`config.mk`:
```
export PLATFORM = sky130hd
export DESIGN_NAME = mux_scan_ctrl
export DESIGN_NICKNAME = d
export VERILOG_FILES = /design/src/rtl/mux_scan_pkg.sv /design/src/rtl/mux_scan_next.sv /design/src/rtl/mux_scan_ctrl.sv
export SDC_FILE = /design/constraint.sdc
export NUM_CORES = 1
export LEC_CHECK = 0
export CAP_MARGIN = 20
export CORE_MARGIN = 2
export CORE_UTILIZATION = 40
export CTS_CLUSTER_SIZE = 16
export DETAILED_ROUTE_END_ITERATION = 6
export HOLD_SLACK_MARGIN = 0.02
export PLACE_DENSITY = 0.61
export SYNTH_ARGS = -nofsm -noshare
export SYNTH_HDL_FRONTEND = slang
export SYNTH_SLANG_ARGS = --single-unit
```
`constraint.sdc`:
```
create_clock -name clk -period 6.1 [get_ports clk]
set_input_delay 1.525 -clock clk [delete_from_list [all_inputs] [get_ports clk]]
set_output_delay 1.525 -clock clk [all_outputs]
set_load 0.02 [all_outputs]
```
`src/rtl/mux_scan_pkg.sv`:
```
// Shared types and constants for the 4:1 mux channel scanner.
package mux_scan_pkg;
   localparam int CH_W   = 2;
   localparam int NUM_CH = 4;

   localparam logic [CH_W-1:0] CH_A = 2'd0;
   localparam logic [CH_W-1:0] CH_B = 2'd1;
   localparam logic [CH_W-1:0] CH_C = 2'd2;
   localparam logic [CH_W-1:0] CH_D = 2'd3;

   typedef enum logic [1:0] {IDLE, SETTLE, HOLD} state_e;
endpackage

```
`src/rtl/mux_scan_next.sv`:
```
// Channel search: next enabled channel above ch_i, and lowest enabled channel.
module mux_scan_next
   import mux_scan_pkg::*;
(
   input  logic [NUM_CH-1:0] mask_i,
   input  logic [CH_W-1:0]   ch_i,
   output logic [CH_W-1:0]   nxt_ch_o,
   output logic              found_o,
   output logic [CH_W-1:0]   low_ch_o
);

   always_comb begin
      found_o  = 1'b0;
      nxt_ch_o = ch_i;
      // Descending walk so the closest higher channel is the last one taken.
      for (int i = NUM_CH - 1; i >= 0; i--) begin
         if (mask_i[i] && (i > int'(ch_i))) begin
            found_o  = 1'b1;
            nxt_ch_o = CH_W'(i);
         end
      end
   end

   always_comb begin
      if (mask_i[CH_A])      low_ch_o = CH_A;
      else if (mask_i[CH_B]) low_ch_o = CH_B;
      else if (mask_i[CH_C]) low_ch_o = CH_C;
      else                   low_ch_o = CH_D;
   end

endmodule

```
`src/rtl/mux_scan_ctrl.sv`:
```
// Scans the enabled inputs of a 4:1 mux: drive select, settle, dwell, capture O.
module mux_scan_ctrl
   import mux_scan_pkg::state_e, mux_scan_pkg::IDLE, mux_scan_pkg::HOLD,
          mux_scan_pkg::CH_W, mux_scan_pkg::NUM_CH;
#(
   parameter int DWELL_W = 8,
   parameter int SETTLE  = 2
) (
   input  logic               clk,
   input  logic               rst,
   input  logic               start,
   input  logic               stop,
   input  logic               continuous,
   input  logic [NUM_CH-1:0]  en_mask,
   input  logic [DWELL_W-1:0] dwell,
   input  logic               O,
   output logic               S0,
   output logic               S1,
   output logic [CH_W-1:0]    ch,
   output logic [NUM_CH-1:0]  sample,
   output logic               valid,
   output logic               done,
   output logic               busy
);

   localparam int SET_W = $clog2(SETTLE + 1);
   localparam int CNT_W = (DWELL_W > SET_W) ? DWELL_W : SET_W;
   localparam logic [CNT_W-1:0] SETTLE_CNT = CNT_W'(SETTLE);
   localparam logic [CNT_W-1:0] ONE        = CNT_W'(1);

   state_e             state_q, state_d;
   logic [CH_W-1:0]    sel_q, sel_d, rep_q, rep_d;
   logic [NUM_CH-1:0]  mask_q, mask_d, smp_q, smp_d;
   logic [DWELL_W-1:0] dwell_q, dwell_d;
   logic               cont_q, cont_d;
   logic               valid_q, valid_d, done_q, done_d;
   logic [CNT_W-1:0]   cnt_q, cnt_d, dwell_cnt;

   logic [NUM_CH-1:0]  scan_mask;
   logic [CH_W-1:0]    nxt_ch, low_ch;
   logic               nxt_found;

   // In IDLE the search looks at the live mask so start can pick the first channel.
   assign scan_mask = (state_q == IDLE) ? en_mask : mask_q;
   assign dwell_cnt = (dwell_q == '0) ? ONE : CNT_W'(dwell_q);

   mux_scan_next u_next (
      .mask_i   (scan_mask),
      .ch_i     (sel_q),
      .nxt_ch_o (nxt_ch),
      .found_o  (nxt_found),
      .low_ch_o (low_ch)
   );

   always_comb begin
      state_d = state_q;
      sel_d   = sel_q;
      rep_d   = rep_q;
      mask_d  = mask_q;
      smp_d   = smp_q;
      dwell_d = dwell_q;
      cont_d  = cont_q;
      cnt_d   = cnt_q;
      valid_d = 1'b0;
      done_d  = 1'b0;

      case (state_q)
         IDLE: begin
            if (start && !stop && (en_mask != '0)) begin
               mask_d  = en_mask;
               dwell_d = dwell;
               cont_d  = continuous;
               sel_d   = low_ch;
               cnt_d   = SETTLE_CNT;
               state_d = mux_scan_pkg::SETTLE;
            end
         end
         mux_scan_pkg::SETTLE: begin
            if (stop) begin
               state_d = IDLE;
            end else if (cnt_q == ONE) begin
               cnt_d   = dwell_cnt;
               state_d = HOLD;
            end else begin
               cnt_d = cnt_q - ONE;
            end
         end
         HOLD: begin
            if (stop) begin
               state_d = IDLE;
            end else if (cnt_q == ONE) begin
               smp_d[sel_q] = O;
               valid_d      = 1'b1;
               rep_d        = sel_q;
               if (nxt_found || cont_q) begin
                  sel_d   = nxt_found ? nxt_ch : low_ch;
                  cnt_d   = SETTLE_CNT;
                  state_d = mux_scan_pkg::SETTLE;
               end else begin
                  done_d  = 1'b1;
                  state_d = IDLE;
               end
            end else begin
               cnt_d = cnt_q - ONE;
            end
         end
         default: state_d = IDLE;
      endcase
   end

   always_ff @(posedge clk or posedge rst) begin
      if (rst) begin
         state_q <= IDLE;
         sel_q   <= '0;
         rep_q   <= '0;
         mask_q  <= '0;
         smp_q   <= '0;
         dwell_q <= '0;
         cont_q  <= 1'b0;
         cnt_q   <= '0;
         valid_q <= 1'b0;
         done_q  <= 1'b0;
      end else begin
         state_q <= state_d;
         sel_q   <= sel_d;
         rep_q   <= rep_d;
         mask_q  <= mask_d;
         smp_q   <= smp_d;
         dwell_q <= dwell_d;
         cont_q  <= cont_d;
         cnt_q   <= cnt_d;
         valid_q <= valid_d;
         done_q  <= done_d;
      end
   end

   // Selects already point at the next channel during the valid cycle; ch reports the sampled one.
   assign S0     = sel_q[1];
   assign S1     = sel_q[0];
   assign ch     = valid_q ? rep_q : sel_q;
   assign sample = smp_q;
   assign valid  = valid_q;
   assign done   = done_q;
   assign busy   = (state_q != IDLE);

endmodule

```
### Word-level counts from Yosys, hierarchy flattened

Cells that the tools add are included.

| word-level totals | value |
|---|---|
| bits in registers | 33 |
| bits in latches | 0 |
| bits in writable memories | 0 |
| bits in read-only memories | 0 |
| bits of input ports | 18 |
| logic and storage cells | 90 |
| memories kept | 0 |

| cells by class | value |
|---|---|
| $add $sub $neg | 1 |
| multipliers | 0 |
| divide/modulo/power cells | 0 |
| magnitude comparators | 5 |
| equal/unequal tests | 12 |
| shifts and indexed selects | 0 |
| multiplexer cells | 42 |
| bitwise gates (word level) | 1 |
| reductions and logical operators | 19 |

Operator list:

| cell | count |
|---|---|
| $mux 8 | 7 |
| $mux 2 | 16 |
| $pmux 8 s3 | 1 |
| $mux 1 | 13 |
| $ne 3x3->1 const B | 3 |
| $eq 8x1->1 const B | 1 |
| $logic_not 8->1 | 1 |
| $ne 2x2->1 const B | 4 |
| $sub 8x1->8 const B | 1 |
| $logic_and 1x1->1 | 6 |
| $pmux 2 s3 | 1 |
| $reduce_and 3->1 | 2 |
| $reduce_and 6->1 | 1 |
| $ne 5x2->1 const B | 1 |
| $reduce_and 5->1 | 1 |
| $bwmux 4 | 1 |
| $gt 2x2->1 const A | 2 |
| $mux 4 | 1 |
| $pmux 2 s2 | 1 |
| $reduce_bool 2->1 | 2 |
| $reduce_bool 4->1 | 1 |
| $lt 2x3->1 const B | 1 |
| $reduce_bool 3->1 | 1 |
| $demux 1 s2 | 1 |
| other kinds (10) | 10 |

### Longest topological paths before layout

Gate-level depths: netlist (run 1).

| depth | value |
|---|---|
| depth in word-level cells | 11 |
| mapped depth | 9 |
| gate-level depth less buffers | 7 |

### By module

A second synthesis (run 1) with hierarchy kept.

| unflattened totals | value |
|---|---|
| cells, all modules | 176 |
| area total of the unflattened synthesis | 1,913.1 µm² |

By module, submodules not included:

| module | times used | cells an instance | area an instance (µm²) | seq. area each (µm²) |
|---|---|---|---|---|
| mux_scan_ctrl | 1 | 164 | 1,846.8 | 825.8 |
| mux_scan_next | 1 | 12 | 66.3 | 0.0 |

### Worst setup path after synthesis (run 1)

OpenSTA, ideal clock, no wires.

| timing | value |
|---|---|
| kind | input -> register |
| start | in en_mask[3] |
| end | reg cont_q |
| arrival time | 2.834 ns |
| required time | 5.975 ns |
| slack | 3.141 ns |
| stages on the path | 5 |
| buffers on the path | 2 |
| cell sequence | nor4_1 > or3_1 > clkbuf_1 > clkbuf_1 > mux2_2 |

| on the way | value |
|---|---|
| cells in the longest elaborated chain, start to end | 3 |

Ends and longest elaborated chain:

| element | line | source |
|---|---|---|
| from (decl) | mux_scan_ctrl.sv:14 | `input logic [NUM_CH-1:0] en_mask,` |
| $reduce_bool 4->1 | mux_scan_ctrl.sv:69 | `if (start && !stop && (en_mask != '0)) begin` |
| $logic_and 1x1->1 | mux_scan_ctrl.sv:69 |  |
| $reduce_and 2->1 (no line) | n/a |  |
| to (signal assigned) | mux_scan_ctrl.sv:130 | `cont_q <= cont_d;` |
| to (decl) | mux_scan_ctrl.sv:35 | `logic cont_q, cont_d;` |

Every way passes these cells.
A chain may end at the register's enable or synchronous reset.

### Worst setup path after layout (run 1)

| timing | value |
|---|---|
| start | in stop |
| end | reg cnt_q[3] |

| on the way | value |
|---|---|
| cells in the longest elaborated chain, start to end | 5 |
| elaborated cells on any way between the ends | 7 |
| those cells by class | eq/ne (3); reduce/logical (4) |

Ends and longest elaborated chain:

| element | line | source |
|---|---|---|
| from (decl) | mux_scan_ctrl.sv:12 | `input logic stop,` |
| $logic_not 1->1 | mux_scan_ctrl.sv:69 |  |
| $logic_and 1x1->1 (2 in series) | mux_scan_ctrl.sv:69 |  |
| $ne 2x1->1 (no line) | n/a |  |
| $reduce_and 5->1 (no line) (*) | n/a |  |
| to (signal assigned) | mux_scan_ctrl.sv:131 | `cnt_q <= cnt_d;` |
| to (decl) | mux_scan_ctrl.sv:37 | `logic [CNT_W-1:0] cnt_q, cnt_d, dwell_cnt;` |

Every way passes the cells marked *; elsewhere a longest branch is shown, timed or not.

==> results of run 1 <==
## metal layers
| layer | vias to the layer above | track usage (%) |
|---|---|---|
| met3 | 5 | 4.66 |
| met2 | 40 | 27.3 |
| li1 | 715 | - |
| met5 | - | 0 |
| met1 | 699 | 20.9 |
| met4 | 0 | 7.27 |
## path summary, 6_finish.rpt
| path | startpoint | end | slack (ns) | cells after the start |
|---|---|---|---|---|
| setup / recovery | stop | cnt_q[3] | 2.33 | 6 |
| hold / removal | sample[3] | sample[3] | 0.51 | 1 |
| setup reg to reg | state_q[0] | cnt_q[3] | 3.20 | 7 |
| hold reg to reg | sample[3] | sample[3] | 0.51 | 1 |
| max in group asynchronous | rst | dwell_q[7] | 4.18 | 3 |
| min in group asynchronous | rst | sample[0] | 1.61 | 3 |
## Yosys cell counts, types with 2 or more instances
master,count,area share [%]
sky130_fd_sc_hd__xor2_1,2,0.91
sky130_fd_sc_hd__or3_1,2,0.65
sky130_fd_sc_hd__nor3_1,9,2.3
sky130_fd_sc_hd__nor3b_1,2,0.78
sky130_fd_sc_hd__nand3b_1,2,0.78
sky130_fd_sc_hd__nand3_1,2,0.52
sky130_fd_sc_hd__nor4_4,2,2.2
sky130_fd_sc_hd__ha_1,6,3.9
sky130_fd_sc_hd__nand2b_1,3,0.97
sky130_fd_sc_hd__nor2_1,10,1.9
sky130_fd_sc_hd__o31a_1,2,0.91
sky130_fd_sc_hd__nand2_1,8,1.6
sky130_fd_sc_hd__nand4_1,3,0.97
sky130_fd_sc_hd__xnor2_1,2,0.91
sky130_fd_sc_hd__buf_2,3,0.78
sky130_fd_sc_hd__inv_1,12,2.3
sky130_fd_sc_hd__nor4_1,3,0.97
sky130_fd_sc_hd__clkbuf_1,5,0.97
sky130_fd_sc_hd__mux2_4,4,3.1
sky130_fd_sc_hd__dfrtp_1,33,43
sky130_fd_sc_hd__o21ai_0,14,3.6
sky130_fd_sc_hd__nor2b_1,2,0.65
sky130_fd_sc_hd__a21oi_1,6,1.6
sky130_fd_sc_hd__mux2_2,22,13
sky130_fd_sc_hd__mux2i_1,5,2.6
## cell families after synthesis
kind of cell,Yosys count,synth area share (%)
simple gates,55,17.3
compound gates,33,10.8
flops,33,42.9
mux,31,18.6
buf+inv,21,4.67
fa+ha+maj,6,3.90
xor+xnor,4,1.82
## cell type report
type / instances / area (µm²)
repair buffers: 29 / 288
multi-input cells: 129 / 1010
clock inverters: 3 / 65.1
clock buffers: 5 / 68.8
well taps: 54 / 67.6
flip-flops and latches: 33 / 826
inverters: 12 / 45.0
fillers: 430 / 2320
## where the power goes
group,switching (mW),internal (mW)
Clock,0.0824,0.162
Combinational,0.248,0.226
Sequential,0.0816,0.297
## flip-flops by register name (all words and copies together) (netlist names)
signal and flops:
dwell_q 8, mask_q 4, done 1, cnt_q 8
state_q 2, rep_q 2, valid 1, sel_q 2
cont_q 1, sample 4
## per-stage QoR
step,setup WS (ns),power [mW]
final,2.33,1.10
after global routing,2.20,1.18
after CTS,2.37,1.10
after detailed placement,2.07,0.856
after global placement,2.19,0.837
after floorplan,3.14,0.739
==> run summary, run 1 <==
The final hold violation count came to 0. The area added between synthesis and finish came out at 23.1%. In the final routing, the length of wire on met1 measures 1800 µm. The sequential fraction of the synthesis area came out at 42.9%. The number of DRC violations after detailed-routing iteration 0 came out at 71. The number of global-route vias before repair is 1500. The mapped cell area came out at 0.00193 mm².

The part of the cycle the worst path needs came out at 61.9%. The flow ran to the end, and the final reports show no timing, DRC or antenna violations. The final routed wire length divided by cell count is 14.9 µm. Synthesis inferred 33 register bits. The highest net fanout along the worst path is 7. Synthesis produced a netlist whose cell count is 183. The clock net in this run drives a total of 33 sinks. The transition time at the pin with the least slew margin is 0.800 ns.

The full die area came out at 0.00539 mm². In this run the standard cell core region covers 0.00469 mm². The endpoint required time on the critical path came out at 6.27 ns. The delay of the slowest cell on the worst path came out at 0.67 ns. The library cell used most frequently in the layout, excluding fill and tap cells, is sky130_fd_sc_hd__dfrtp_1. The wire-length estimate of the detail-placed layout is 2940 µm.

The post-detailed-route count of antenna-violating nets came out at 0. The final-report max-slew violation count came to 0. The final layout contains 234 nets.

The data arrival time of the critical path came out at 3.95 ns. The count of cells in the finished layout, fillers not included, comes to 265. The maximum number of pins on one net before global-route repair came out at 34. The max-capacitance violation count came out at 0. The met2 wirelength from detailed routing is 1930 µm. The fraction of synthesis flops using an asynchronous set or reset pin came out at 100%. The antenna diode instance count came out at 0.

The leakage power of the design is 1.02 nW. The cell area reported after detailed placement came out at 0.00224 mm². For this run, the leading register cell type out of synthesis is sky130_fd_sc_hd__dfrtp_1. For this block, the routed nets add up to 3950 µm of wire. The cell area after layout is 0.00237 mm². The final estimated routing congestion in global placement is 0.886. The first detailed-routing pass took 4 iterations. The average footprint of a synthesized cell is 10.5 µm².

TritonCTS created 5 clock buffers. Once the clock tree was built, the setup fixing pass inserted 0 buffers. Gates resized during post-CTS repair numbered 0. The summed negative setup slack over all endpoints is 0 ns. The number of buffer and inverter instances along the worst setup path came out at 1.

The average via count per standard cell is 5.51. The number of antenna violations at the first check in global routing was 0. The worst setup path is captured at a register.

The clock transition at the registers of the reported paths is 0.07 ns. The layout cell share with drive strength beyond 1 is 19.9%. The DRC violations left is 0. The clock insertion delay at the later pin of the skew report is 0.29 ns. The total vias in the final route came out at 1459. Measured along the x axis, the die boundary spans 73.4 µm. The count of H-tree levels built during CTS is 2. Row generation in the floorplan step produced 25 rows.

For this configuration, the core starts out at a cell density of 41.1%. Global routing used 16.8% of the available tracks across all layers. The remaining global-route overflow came out at 0.

For this design the top-level I/O count stands at 29. The number of buffers on the longest clock path came out at 2. On the critical path, the stage with the largest delay is an instance of sky130_fd_sc_hd__nor2b_1.

The buffer type at the clock tree root is sky130_fd_sc_hd__clkbuf_8. The total placed cells including tap cells came out at 257. The final critical-path required period came out at 3.77 ns. The height of the die came out at 73.4 µm. The normalized max-slew margin is 46.6%.

The maximum operating frequency came out at 265 MHz. The net count after synthesis came out at 207. The number of warning messages in the yosys log is 0. The critical path goes through clkdlybuf4s50_1 -> nand2b_1 -> o21ai_0 -> o311a_1 -> nor2b_1 -> mux2_4. The number of synthesized flops with an enable pin is 0. TritonCTS built the clock tree. The worst setup path category is in -> reg. The power density over the cells came out at 463 mW/mm². The synthesized netlist contains 44 unique library cells. The worst hold path class is reg -> reg. The post-route core utilization came out at 50.5%.

The count of hold buffers inserted by post-cts repair came out at 0. Among cell families on the critical path, the largest total delay comes from simple AND/OR/NAND/NOR gates. VDD sags by at most 239 µV. The largest clock skew in the final design is 0.00463 ns. The count of buffers added on input and output ports is 28. The final-layout worst hold slack came out at 0.507 ns. The top cell types in the final layout, fill and taps aside, are sky130_fd_sc_hd__dfrtp_1 (33), sky130_fd_sc_hd__clkdlybuf4s50_1 (28), sky130_fd_sc_hd__mux2_2 (22). The first-pass GRT wire length is 6980 µm. In this run the top signal layer used is met4. The final setup violation count came out at 0. The kind of start point of the critical path is a primary input. The sum of met3 wire segment lengths after detailed routing came out at 165 µm. Setup repair after global routing left no endpoint under its margin.
Power figures use the tool's default switching activity.
==> run 2: changes to the inputs <==
--- a/config.mk
+++ b/config.mk
@@ -11,7 +11,7 @@
 export CTS_CLUSTER_SIZE = 16
 export DETAILED_ROUTE_END_ITERATION = 6
 export HOLD_SLACK_MARGIN = 0.02
-export PLACE_DENSITY = 0.61
+export PLACE_DENSITY = 0.63
 export SYNTH_ARGS = -nofsm -noshare
 export SYNTH_HDL_FRONTEND = slang
 export SYNTH_SLANG_ARGS = --single-unit
==> constraint.sdc (replaced) <==
create_clock -name clk -period 3.2 [get_ports clk]
set_input_delay 0.8 -clock clk [delete_from_list [all_inputs] [get_ports clk]]
set_output_delay 0.8 -clock clk [all_outputs]
set_load 0.02 [all_outputs]
==> run summary, run 2 (synthesized netlist as in run 1, its figures left out) <==
The run finished with clean final reports. The power density over the cells came out at 823 mW/mm². After floorplanning, the core was divided into 25 placement rows. The initial core utilization came out at 41.1%. The final-report max-slew violation count came to 0. The core footprint is 0.00469 mm². The most numerous cell type found on the critical path is sky130_fd_sc_hd__inv_1. The pre-CTS setup slack is 0.317 ns. The final routed wire length divided by cell count is 13.9 µm.

The height of the die came out at 73.4 µm. TritonCTS built the clock tree. The post-CTS repair timing setup buffer count came out at 0. The detailed router finished its first iteration with 29 violations. The endpoint required time on the critical path came out at 2.40 ns. The maximum operating frequency came out at 366 MHz. Post-CTS repair changed the size of 0 cells.

The largest registers in the layout are cnt_q (8), dwell_q (8). The number of buffers created by CTS came out at 5. The count of H-tree levels built during CTS is 2. The boundary pin count came out at 29. The half-perimeter wire length after placement came out at 2790 µm.

The number of buffers on the longest clock path came out at 2. The clock transition at the registers of the reported paths is 0.07 ns. The die covers 0.00539 mm². The maximum number of pins on one net before global-route repair is 23. The floorplan die width is 73.4 µm. Counting the fill cells in the layout gives 449.

The transition time at the pin with the least slew margin is 0.621 ns. The quantity of I/O buffers inserted on ports came out at 28. The area added between synthesis and finish is 21.6%. The summed negative setup slack over all endpoints is 0 ns. The library cell used most frequently in the layout, excluding fill and tap cells, is sky130_fd_sc_hd__dfrtp_1.

The part of the cycle the worst path needs is 85.3%. The worst setup path category is reg -> out. The number of global-route vias before repair is 1293. The net count of the finished layout is 237. In this run the most critical hold path is launched from sample[1]. The number of antenna violations at the first check in global routing came out at 0. The highest net fanout along the worst path came out at 11. The worst hold path class is reg -> reg.

The library cells used most frequently in the layout, excluding fill and tap cells, are sky130_fd_sc_hd__dfrtp_1 (33), sky130_fd_sc_hd__clkdlybuf4s50_1 (28), sky130_fd_sc_hd__mux2_2 (22). STA classifies the critical path startpoint as a register. The family of cells with the greatest summed delay on the critical path is buffers and inverters. For this run, the detailed router's first-pass iteration total came to 4. STA classifies the critical path endpoint as an output port. After detailed routing, the number of vias per cell comes to 5.29.

The congestion estimate from routability-driven global placement came to 0.836. The largest vdd supply drop came out at 349 µV. The tree built by TritonCTS fans out to 33 sinks. The first-pass GRT wire length is 6360 µm. Setup repair after global routing left no endpoint under its margin. The leakage power of the design came out at 1.01 nW.

The data arrival time of the critical path is 1.93 ns. In the post-route analysis, the smallest setup slack over all paths is 0.470 ns. The aggregate routed wire length is 3720 µm. Counting both buffers and inverters, the worst setup path holds a total of 3. The number of cells on the worst reg-to-reg path came out at 6. The footprint of the flip-flops and latches is 826 µm². The total stage count of the critical path came out at 4. At the later pin of the worst-skew pair, clock insertion delay measures 0.28 ns. The total area of multi-input combinational cells is 0.00101 mm².

The worst pin sits at a relative slew slack of 58.6%. 0 antenna diodes ended up in the layout. The final setup violation count is 0. For this run, design rule violations remaining after detail routing come to 0. The remaining global-route overflow came out at 0.

The delay of the slowest cell on the worst path is 0.57 ns. Counting instances, the worst hold path has a depth of 1. The largest clock skew in the final design is 0.00554 ns.

The worst path needs 2.73 ns of the cycle, external delays included. The final hold violation count is 0. The max-capacitance violation count is 0.

The count of hold buffers inserted by post-cts repair is 0. The post-detailed-route count of antenna-violating nets is 0. The source of the worst register-to-register timing path is cnt_q[4]. The critical path goes through inv_1 -> ha_1 -> inv_1 -> clkdlybuf4s50_1.

In this run the worst setup path begins at state_q[0]. The total vias in the final route is 1419. The layout cell share with drive strength beyond 1 is 20.6%. The slowest stage of the critical path belongs to the cell sky130_fd_sc_hd__clkdlybuf4s50_1.

The buffer type at the clock tree root is sky130_fd_sc_hd__clkbuf_8. The global routing usage summed across all routing layers came out at 15.3%.
## run 2: changes by cell type in the layout (fill, tap and decap cells not counted)
cell,before,now
sky130_fd_sc_hd__clkinv_2,1,2
sky130_fd_sc_hd__buf_4,1,4
sky130_fd_sc_hd__bufinv_16,2,0
sky130_fd_sc_hd__clkbuf_1,0,1
## run 2: layer usage
metal	part of all wire (%)	global-route usage, %	vias to the layer above
met2	43	21.7	24
met5	0	0	-
li1	-	-	723
met4	1.2	4.24	0
met3	3.1	3.70	4
met1	52	23.1	668
## run 2: area by class of cell
cell class / count / area share (%)
clock buffers: 6 / 3.10
clock inverters: 2 / 0.427
inverters: 12 / 1.92
multi-input cells: 129 / 43.2
flip-flops and latches: 33 / 35.3
well taps: 54 / 2.88
repair buffers: 32 / 13.2
## run 2: per-stage QoR
stage | total power, mW | hold WS, ns | util [%] | cell area (µm²) | std cells
floorplan | 1.41 | 0.475 | - | 1930 | 183
global placement | 1.63 | 0.489 | 48.2 | 2260 | 260
detailed placement | 1.64 | 0.495 | 48.2 | 2260 | 260
CTS | 1.95 | 0.510 | 49.9 | 2340 | 268
global route | 2.09 | 0.521 | 49.9 | 2340 | 268
finish | 1.93 | 0.505 | 49.9 | 2340 | 268
## run 2: final timing paths
path | to | slack [ns]
worst min-delay path | sample[1] | 0.51
min in group asynchronous | done | 0.82
worst min register to register | sample[1] | 0.51
worst max-delay path | busy | 0.47
max in group asynchronous | cnt_q[7] | 1.74
worst max register to register | cnt_q[5] | 0.67
## run 2: power breakdown
group          internal (mW)  total [mW]  switching (mW)  leakage (nW)
Sequential             0.567       0.720           0.153         0.419
Combinational          0.447       0.910           0.462         0.548
Clock                  0.151       0.298           0.147        0.0450
==> run 3: changes to the inputs <==
--- a/config.mk
+++ b/config.mk
@@ -11,7 +11,7 @@
 export CTS_CLUSTER_SIZE = 16
 export DETAILED_ROUTE_END_ITERATION = 6
 export HOLD_SLACK_MARGIN = 0.02
-export PLACE_DENSITY = 0.63
+export PLACE_DENSITY = 0.61
 export SYNTH_ARGS = -nofsm -noshare
 export SYNTH_HDL_FRONTEND = slang
 export SYNTH_SLANG_ARGS = --single-unit
==> constraint.sdc (replaced) <==
create_clock -name clk -period 2.6 [get_ports clk]
set_input_delay 0.65 -clock clk [delete_from_list [all_inputs] [get_ports clk]]
set_output_delay 0.65 -clock clk [all_outputs]
set_load 0.02 [all_outputs]
==> run summary, run 3 (synthesized netlist as in run 1, its figures left out) <==
The cell seen most often among critical-path stages is sky130_fd_sc_hd__inv_1. The post-route core utilization is 53.0%. The worst path needs 2.42 ns of the cycle, external delays included. The global routing usage summed across all routing layers is 17.4%. The area added between synthesis and finish came out at 29.2%. The half-perimeter wire length after placement is 3060 µm. The top cell types in the final layout, fill and taps aside, are sky130_fd_sc_hd__dfrtp_1 (33), sky130_fd_sc_hd__clkdlybuf4s50_1 (28), sky130_fd_sc_hd__mux2_2 (22).

After routing the design area is 0.00249 mm². The number of buffer and inverter instances along the worst setup path is 3. The worst hold path class is reg -> reg.

The endpoint required time on the critical path is 1.95 ns. The run finished with clean final reports. The full die area came out at 0.00539 mm². The maximum number of pins on one net before global-route repair came out at 34. The number of detailed-route iterations in the first pass is 4. Setup repair after global routing left no endpoint under its margin. The worst-case setup margin in the final layout is 0.176 ns. The first-pass GRT wire length came out at 7200 µm.

The final routed wire length divided by cell count came out at 14.4 µm. The internal power of the cells totals 1.58 mW. The clock insertion delay at the later pin of the skew report came out at 0.29 ns.

The net switching power of the design came out at 0.984 mW. After detailed routing, the number of vias per cell comes to 5.39. The height of the die is 73.4 µm. STA classifies the critical path startpoint as a register.

Traced cell by cell, the critical path runs through inv_1 -> ha_1 -> inv_1 -> clkdlybuf4s50_1. The H-tree was split into 2 levels. The power density over the cells is 1030 mW/mm². The max-capacitance violation count is 0. The antenna diode instance count came out at 0.

The number of global-route vias before repair was 1539. The largest clock skew in the final design is 0.00368 ns. The clock tree from TritonCTS is done. The final setup violation count is 0. The largest registers in the layout are cnt_q (8), dwell_q (8). The largest vdd supply drop is 525 µV. The row count is 25. The clock transition at the registers of the reported paths came out at 0.07 ns. The number of sinks handled by clock tree synthesis came out at 33. The number of antenna violations at the first check in global routing came to 0. The final-layout worst hold slack is 0.507 ns. The tree is rooted in a sky130_fd_sc_hd__clkbuf_8. The part of the cycle the worst path needs came out at 93.2%. The final-report max-slew violation count came out at 0. The count of hold buffers inserted by post-cts repair is 0.

The part of the power in registers is 33.3%. Leaving out fill and tap cells, the most frequent cell in the layout is sky130_fd_sc_hd__dfrtp_1. The critical path capture point type is an output port.

For this run, design rule violations remaining after detail routing come to 0. The highest net fanout along the worst path came out at 5. In this run, the number of DRC markers left after iteration 0 of detailed routing was 47.

The number of buffers created by CTS is 5. Data on the critical path arrives at its endpoint at 1.77 ns. Once placement finished, the instance area stood at 0.00238 mm². The aggregate routed wire length is 4060 µm. The transition time at the pin with the least slew margin came out at 0.525 ns. The final hold violation count came to 0.

The normalized max-slew margin came out at 65.0%. The longest clock path from root to sink contains 2 buffers. The quantity of I/O buffers inserted on ports is 28.

The worst setup path category is reg -> out. On the critical path, the stage with the largest delay is an instance of sky130_fd_sc_hd__clkdlybuf4s50_1. The maximum operating frequency came out at 412 MHz. The initial core utilization came out at 41.1%. The post-CTS repair timing setup buffer count is 0.

The delay of the slowest cell on the worst path is 0.61 ns. In the final layout, the share of cells above drive strength 1 is 26.6%. The core footprint came out at 0.00469 mm². The floorplan die width is 73.4 µm. The final estimated routing congestion in global placement came out at 0.870.

Fill cells in the final layout number 436. The remaining global-route overflow is 0. The boundary pin count is 29. The post-detailed-route count of antenna-violating nets came out at 0.

The pre-CTS setup slack is -0.295 ns. In this design, the largest share of critical-path delay is due to buffers and inverters. The net count of the finished layout came out at 252. The share of total power in the clock network came out at 17.0%.

The net switching share of the total power is 38.4%. The total vias in the final route came out at 1524. Summed over all cells, the static leakage comes to 1.10 nW. The relative contribution of combinational cells to total power is 49.6%.
-- run 3: changes by cell type in the layout (fill, tap and decap cells not counted) --
cell                       delta
sky130_fd_sc_hd__buf_12       +1
sky130_fd_sc_hd__buf_4       +14
sky130_fd_sc_hd__clkbuf_1     -1
sky130_fd_sc_hd__clkbuf_8     +2
sky130_fd_sc_hd__clkinv_2     -1
sky130_fd_sc_hd__nor2b_1      -1
sky130_fd_sc_hd__nor2b_2      +1
-- run 3: timing repair --
item | 4_1_cts | 5_1_grt
endpoints found under the setup margin | 0 | 5
resized for setup | 0 | 1
endpoints found under the hold margin | 0 | 0
-- run 3: per-stage QoR --
| stage | total power, mW | std cells | setup TNS (ns) |
|---|---|---|---|
| final | 2.56 | 283 | 0 |
| after global routing | 2.76 | 283 | 0 |
| after CTS | 2.57 | 283 | 0 |
| after detailed placement | 2.13 | 275 | -1.77 |
| after global placement | 2.09 | 275 | -1.15 |
| after floorplan | 1.73 | 183 | 0 |
-- run 3: routing by layer --
metal | part of all wire [%] | vias to the layer above | track usage, %
met1 | 47 | 743 | 23.3
met4 | 1.9 | 0 | 7.47
met2 | 48 | 24 | 26.4
li1 | - | 750 | -
met5 | 0 | - | 0
met3 | 3.2 | 7 | 4.53
-- run 3: final timing paths --
kind,startpoint,end,cells after the start,slack [ns]
max in group asynchronous,rst,dwell_q[6],3,1.55
min in group asynchronous,rst,sample[0],3,0.73
hold reg to reg,sample[1],sample[1],1,0.51
setup / recovery,state_q[0],busy,4,0.18
setup reg to reg,cnt_q[1],cnt_q[4],7,0.22
hold / removal,sample[1],sample[1],1,0.51
-- run 3: power by group through the flow --
stage / combinational (mW) / sequential (mW) / clock [mW]
floorplan: 0.892 / 0.841 / 0
global placement: 1.24 / 0.852 / 0
detailed placement: 1.27 / 0.860 / 0
CTS: 1.27 / 0.852 / 0.447
global route: 1.40 / 0.881 / 0.473
finish: 1.27 / 0.853 / 0.436
-- run 3: final cells by class --
type / count / area [µm²] / area share, %
Clock buffer: 7 / 96.3 / 3.87
Clock inverter: 1 / 5.00 / 0.201
Inverter: 12 / 45.0 / 1.81
Multi-Input combinational cell: 129 / 1010 / 40.7
Sequential cell: 33 / 826 / 33.2
Tap cell: 54 / 67.6 / 2.71
Timing Repair Buffer: 47 / 435 / 17.5
